==> config.mk <==
export PLATFORM = sky130hd
export DESIGN_NAME = hazard_stall_ctrl
export DESIGN_NICKNAME = d
export VERILOG_FILES = /design/src/rtl/hazard_stall_ctrl_pkg.sv /design/src/rtl/hazard_stall_ctrl_cmp.sv /design/src/rtl/hazard_stall_ctrl.sv
export SDC_FILE = /design/constraint.sdc
export NUM_CORES = 1
export LEC_CHECK = 0
export BUFFER_PORTS_ARGS = -buffer_cell sky130_fd_sc_hd__buf_4
export CORE_MARGIN = 10
export CORE_UTILIZATION = 30
export CTS_CLUSTER_DIAMETER = 50
export CTS_CLUSTER_SIZE = 28
export DETAILED_ROUTE_END_ITERATION = 7
export SLEW_MARGIN = 20
export SYNTH_ARGS = -nofsm -noshare
export SYNTH_HDL_FRONTEND = slang
export SYNTH_SLANG_ARGS = --single-unit
==> constraint.sdc <==
create_clock -name clk -period 1.8 [get_ports clk]
set_input_delay 0.45 -clock clk [delete_from_list [all_inputs] [get_ports clk]]
set_output_delay 0.45 -clock clk [all_outputs]
set_load 0.01 [all_outputs]
==> src/rtl/hazard_stall_ctrl_pkg.sv <==
// Shared decode-stage pipeline definitions: register address width, sequencer
// states, the NOP word used by flush/bubble consumers, and the control bundle.
package hazard_stall_ctrl_pkg;

  localparam int REG_AW = 3;

  // Encoding loaded into IF/ID on flush and into ID/EX on bubble.
  localparam logic [15:0] NOP_INSN = 16'h0000;

  typedef enum logic [1:0] {
    IDLE       = 2'd0,
    LOAD_STALL = 2'd1,
    INT_SEQ    = 2'd2
  } state_e;

  typedef struct packed {
    logic stall_fetch;
    logic stall_decode;
    logic flush_decode;
    logic bubble_exe;
    logic int_ack;
    logic int_active;
  } ctrl_t;

  function automatic int max2(input int a, input int b);
    return (a > b) ? a : b;
  endfunction

endpackage

==> src/rtl/hazard_stall_ctrl_cmp.sv <==
// Combinational load-use hazard compare: any used decode operand matching the
// destination of a load in EXE that writes back.
module hazard_cmp #(
  parameter int AW      = hazard_stall_ctrl_pkg::REG_AW,
  parameter int NUM_OPS = 2
) (
  input  logic [NUM_OPS-1:0][AW-1:0] op_reg,
  input  logic [NUM_OPS-1:0]         op_used,
  input  logic [AW-1:0]              ex_dest,
  input  logic                       ex_wb,
  input  logic                       ex_mem_read,
  output logic                       hazard
);

  logic [NUM_OPS-1:0] match;

  for (genvar i = 0; i < NUM_OPS; i++) begin : g_op
    assign match[i] = op_used[i] && (op_reg[i] == ex_dest);
  end

  assign hazard = ex_wb && ex_mem_read && (|match);

endmodule

==> src/rtl/hazard_stall_ctrl.sv <==
// Decode-stage sequencer: load-use stalls, taken-branch flush, multi-cycle
// interrupt entry, and a saturating stall-cycle counter for debug.
module hazard_stall_ctrl #(
  parameter int REG_AW     = hazard_stall_ctrl_pkg::REG_AW,
  parameter int LOAD_LAT   = 1,
  parameter int INT_CYCLES = 2,
  parameter int CNT_W      = 16
) (
  input  logic              clk,
  input  logic              rst,
  input  logic [REG_AW-1:0] dec_src,
  input  logic              dec_src_used,
  input  logic [REG_AW-1:0] dec_dst,
  input  logic              dec_dst_used,
  input  logic [REG_AW-1:0] ex_dest,
  input  logic              ex_wb,
  input  logic              ex_mem_read,
  input  logic              ex_branch_taken,
  input  logic              int_req,
  output logic              stall_fetch,
  output logic              stall_decode,
  output logic              flush_decode,
  output logic              bubble_exe,
  output logic              int_ack,
  output logic              int_active,
  output logic [CNT_W-1:0]  stall_count
);
  import hazard_stall_ctrl_pkg::*;

  localparam int CNT_MAX = max2(LOAD_LAT, INT_CYCLES);
  localparam int CW      = (CNT_MAX > 1) ? $clog2(CNT_MAX + 1) : 1;

  state_e           state_q, state_d;
  logic [CW-1:0]    cnt_q, cnt_d;
  logic [CNT_W-1:0] stall_count_q, stall_count_d;
  logic             hazard;
  ctrl_t            ctrl, ctrl_out;

  hazard_cmp #(.AW(REG_AW), .NUM_OPS(2)) u_hazard_cmp (
    .op_reg      ({dec_dst, dec_src}),
    .op_used     ({dec_dst_used, dec_src_used}),
    .ex_dest     (ex_dest),
    .ex_wb       (ex_wb),
    .ex_mem_read (ex_mem_read),
    .hazard      (hazard)
  );

  always_comb begin
    state_d = state_q;
    cnt_d   = cnt_q;
    ctrl    = '0;
    case (state_q)
      IDLE: begin
        if (ex_branch_taken) begin
          ctrl.flush_decode = 1'b1;
          ctrl.bubble_exe   = 1'b1;
        end else if (hazard) begin
          ctrl.stall_fetch  = 1'b1;
          ctrl.stall_decode = 1'b1;
          ctrl.bubble_exe   = 1'b1;
          if (LOAD_LAT > 1) begin
            state_d = LOAD_STALL;
            cnt_d   = CW'(LOAD_LAT - 1);
          end
        end else if (int_req) begin
          // IF/ID is flushed, so its stall stays low: flush wins.
          ctrl.stall_fetch  = 1'b1;
          ctrl.flush_decode = 1'b1;
          ctrl.int_active   = 1'b1;
          if (INT_CYCLES == 1) begin
            ctrl.int_ack = 1'b1;
          end else begin
            state_d = INT_SEQ;
            cnt_d   = CW'(INT_CYCLES - 1);
          end
        end
      end
      LOAD_STALL: begin
        if (ex_branch_taken) begin
          ctrl.flush_decode = 1'b1;
          ctrl.bubble_exe   = 1'b1;
          state_d           = IDLE;
          cnt_d             = '0;
        end else begin
          ctrl.stall_fetch  = 1'b1;
          ctrl.stall_decode = 1'b1;
          ctrl.bubble_exe   = 1'b1;
          cnt_d             = cnt_q - CW'(1);
          if (cnt_q == CW'(1)) state_d = IDLE;
        end
      end
      INT_SEQ: begin
        // EXE only carries bubbles here, so branch and hazard are ignored.
        ctrl.stall_fetch  = 1'b1;
        ctrl.flush_decode = 1'b1;
        ctrl.int_active   = 1'b1;
        cnt_d             = cnt_q - CW'(1);
        if (cnt_q == CW'(1)) begin
          ctrl.int_ack = 1'b1;
          state_d      = IDLE;
        end
      end
      default: begin
        state_d = IDLE;
        cnt_d   = '0;
      end
    endcase
  end

  always_comb begin
    stall_count_d = stall_count_q;
    if (ctrl.stall_fetch && !(&stall_count_q)) stall_count_d = stall_count_q + CNT_W'(1);
  end

  always_ff @(posedge clk or posedge rst) begin
    if (rst) begin
      state_q       <= IDLE;
      cnt_q         <= '0;
      stall_count_q <= '0;
    end else begin
      state_q       <= state_d;
      cnt_q         <= cnt_d;
      stall_count_q <= stall_count_d;
    end
  end

  // Outputs are combinational, so they are forced low for the whole reset.
  assign ctrl_out     = rst ? '0 : ctrl;
  assign stall_fetch  = ctrl_out.stall_fetch;
  assign stall_decode = ctrl_out.stall_decode;
  assign flush_decode = ctrl_out.flush_decode;
  assign bubble_exe   = ctrl_out.bubble_exe;
  assign int_ack      = ctrl_out.int_ack;
  assign int_active   = ctrl_out.int_active;
  assign stall_count  = stall_count_q;

endmodule

==> metrics.cfg <==
[status]
status=complete, but fails checks
failed_checks=negative setup slack

[yosys]
async_reset_ff_share_pct=100
synthDistinctLibCells=29
yosysWarnings=0
yosysSeqAreaShare_pct=44.6
synth_edf_count=0
synthMuxAreaShare_pct=1.34
ys_ff_latch=20
syn_inst=113
synthFlopType=dfrtp_1
avgSynthCellArea_um2=9.93
synth-simple-area-share_pct=24.2
synth_top_family_by_area=simple AND/OR/NAND/NOR gates
synth-xor-area-share_pct=17.2
syn_area_um2=1120
synth_compound_area_share_pct=7.02
synth_fp_nets=132
synthAdderAreaFrac_pct=2.23

[clock_tree]
root_buffer=clkbuf_8
ctsHtreeMaxLevel=1
clock_path_buffers=2
cts_inserted_buffers=3
cts.sinks=20
path_clk_slew_ps=70
cts_tree=built
cts_hold_buf=0
clock_latency_ps=260

[drt]
viasPerCell=4.83
drc=0
wire_per_inst_um=15.0
wirelength_um=3270
final_antenna_net_count=0
drt_pass1_iterations=4
initialDrtViolationCount=22
routed-via-count=1054

[timing]
finalClockSkew_ps=2.28
period_minus_slack_ps=2030
rsz0062_at_grt=true
tns_ps=-890
finalHoldViolations=0
drv_slew=0
setup_viol=5
hold_slack_ps=291
slew_headroom_pct=80.0
max_freq_mhz=492
finalCritPeriodShare_pct=113
setup_ws_ps=-232
tightest_slew_ps=297

[placement]
gp_congestion=0.754
dpl.cell_count=209
hpwlAfterDp_um=2510
port_buffers=38

[critical_path]
cp.arrival_ps=1580
start_kind=primary input
cp-end-kind=output pin
worst-path-buf-inv=2
path_class=primary input to output pin
endpoint=int_active
crit_family=simple AND/OR/NAND/NOR gates
reg2reg_setup_slack_ps=90
crit_chain=buf_8, xnor2_2, nand4_1, a21oi_2, nand2b_4, o21a_1, nor3_2, buf_4
r2r_start=state_q[0]
startpoint=ex_dest[1]
r2r_cells=6
critPathMaxStageDelay_ps=190
r2r-end=stall_count[1]
path_depth=8
critPathMaxFanout=2
critPathSlowestCell=o21a_1
crit_required_ps=1350

[grt]
antenna_found_initial=0
grt_pass1_wl_um=5440
grt_max_degree=21
grt_pass1_vias=1160
grt.overflow.total=0
track_usage_pct=10.5

[final_layout]
mostFrequentLayoutCell=buf_4
layout-drive-gt1-share_pct=49.4
nets=190
final_cells=218
final_cell_mix=buf_4 (46), dfrtp_1 (19), xnor2_1 (16), nand4_1 (9), buf_6 (7)
num_antenna_cells=0
area_growth_pct=62.8

[floorplan]
start_util_pct=30.9
core_um2=3630
pin_count=39
rows=22
die-area_um2=6590
die_width_um=81.2
die_y_um=81.2

[run]
drv_cap=0

[power]
power_density_nw_per_um2=1180
total_power_mw=2.15
power_leakage_nw=0.848
peakVddDrop_uv=656

[min_path]
worstHoldPathType=primary input to asynchronous set/reset pin

[cell usage after synthesis (all sizes together), types with 2 or more instances]
cell type | n | area [um2]
nor2 | 4 | 15.0
clkbuf | 3 | 12.5
xnor2 | 21 | 184
o21a | 2 | 15.0
nand3 | 6 | 30.0
nand2 | 7 | 26.3
and2 | 6 | 37.5
and3 | 5 | 31.3
and4 | 2 | 20.0
nor3 | 6 | 30.0
ha | 2 | 25.0
inv | 4 | 15.0
nand4 | 9 | 56.3
o21ai | 3 | 15.0
nand2b | 2 | 12.5
dfrtp | 20 | 500
[worst register-to-register path, stage by stage (launching register included)]
cell	delay (ps)
dfrtp_1	380
buf_4	190
o21ai_0	280
buf_4	160
o21a_1	160
buf_12	130
mux2_4	300
[final cells by class]
cell class / count / area (um2)
Sequential cell: 20 / 502
Inverter: 4 / 15.0
Tap cell: 48 / 60.1
Clock buffer: 4 / 55.1
Fill cell: 353 / 1810
Multi-Input combinational cell: 85 / 706
Timing Repair Buffer: 57 / 489
[cell families (layout without fill, tap and decap cells)]
family / after synthesis / after routing
mux: 1 / 1
compound gates: 11 / 11
fa+ha+maj: 2 / 2
buf+inv: 8 / 65
simple gates: 49 / 49
xor+xnor: 22 / 22
flops: 20 / 20
[worst min-delay path by stage]
stage	cells past startpoint	slack, ps	end	startpoint
floorplan	1	420	cnt_q[0]	rst
global placement	1	480	stall_count[10]	stall_count[10]
detailed placement	1	510	stall_count[10]	stall_count[10]
CTS	3	290	cnt_q[0]	rst
global route	3	320	state_q[0]	rst
finish	3	290	state_q[1]	rst
[registers in the layout, summed over array words and instances (netlist names)]
register	count
stall_count	16
cnt_q	2
state_q	2
[report_power, final]
group | internal [mW] | switching [mW] | total (mW) | leakage (nW)
combinational | 0.645 | 0.499 | 1.14 | 0.558
clock | 0.195 | 0.153 | 0.348 | 0.0288
sequential | 0.562 | 0.0976 | 0.660 | 0.261
total | 1.40 | 0.749 | 2.15 | 0.848
[metrics by stage]
step / setup slack (ps) / util (%) / cell area (um2)
floorplan: -7.29 / - / 1140
global placement: -222 / 43.3 / 1570
detailed placement: -240 / 43.3 / 1570
CTS: -211 / 48.2 / 1750
global route: -293 / 50.3 / 1830
finish: -232 / 50.3 / 1830
[per-layer routing]
layer / GRT usage [%] / wire, um
met5: 0 / 0
met4: 5.36 / 106
met3: 2.76 / 155
met2: 19.3 / 1740
met1: 10.6 / 1270
[what timing repair did]
item	CTS	global route
resized for setup	21	13
buffers inserted	3	2
pin swaps	11	15
endpoints found under the hold margin	0	0
endpoints found under the setup margin	5	6
Power figures use the tool's default switching activity.
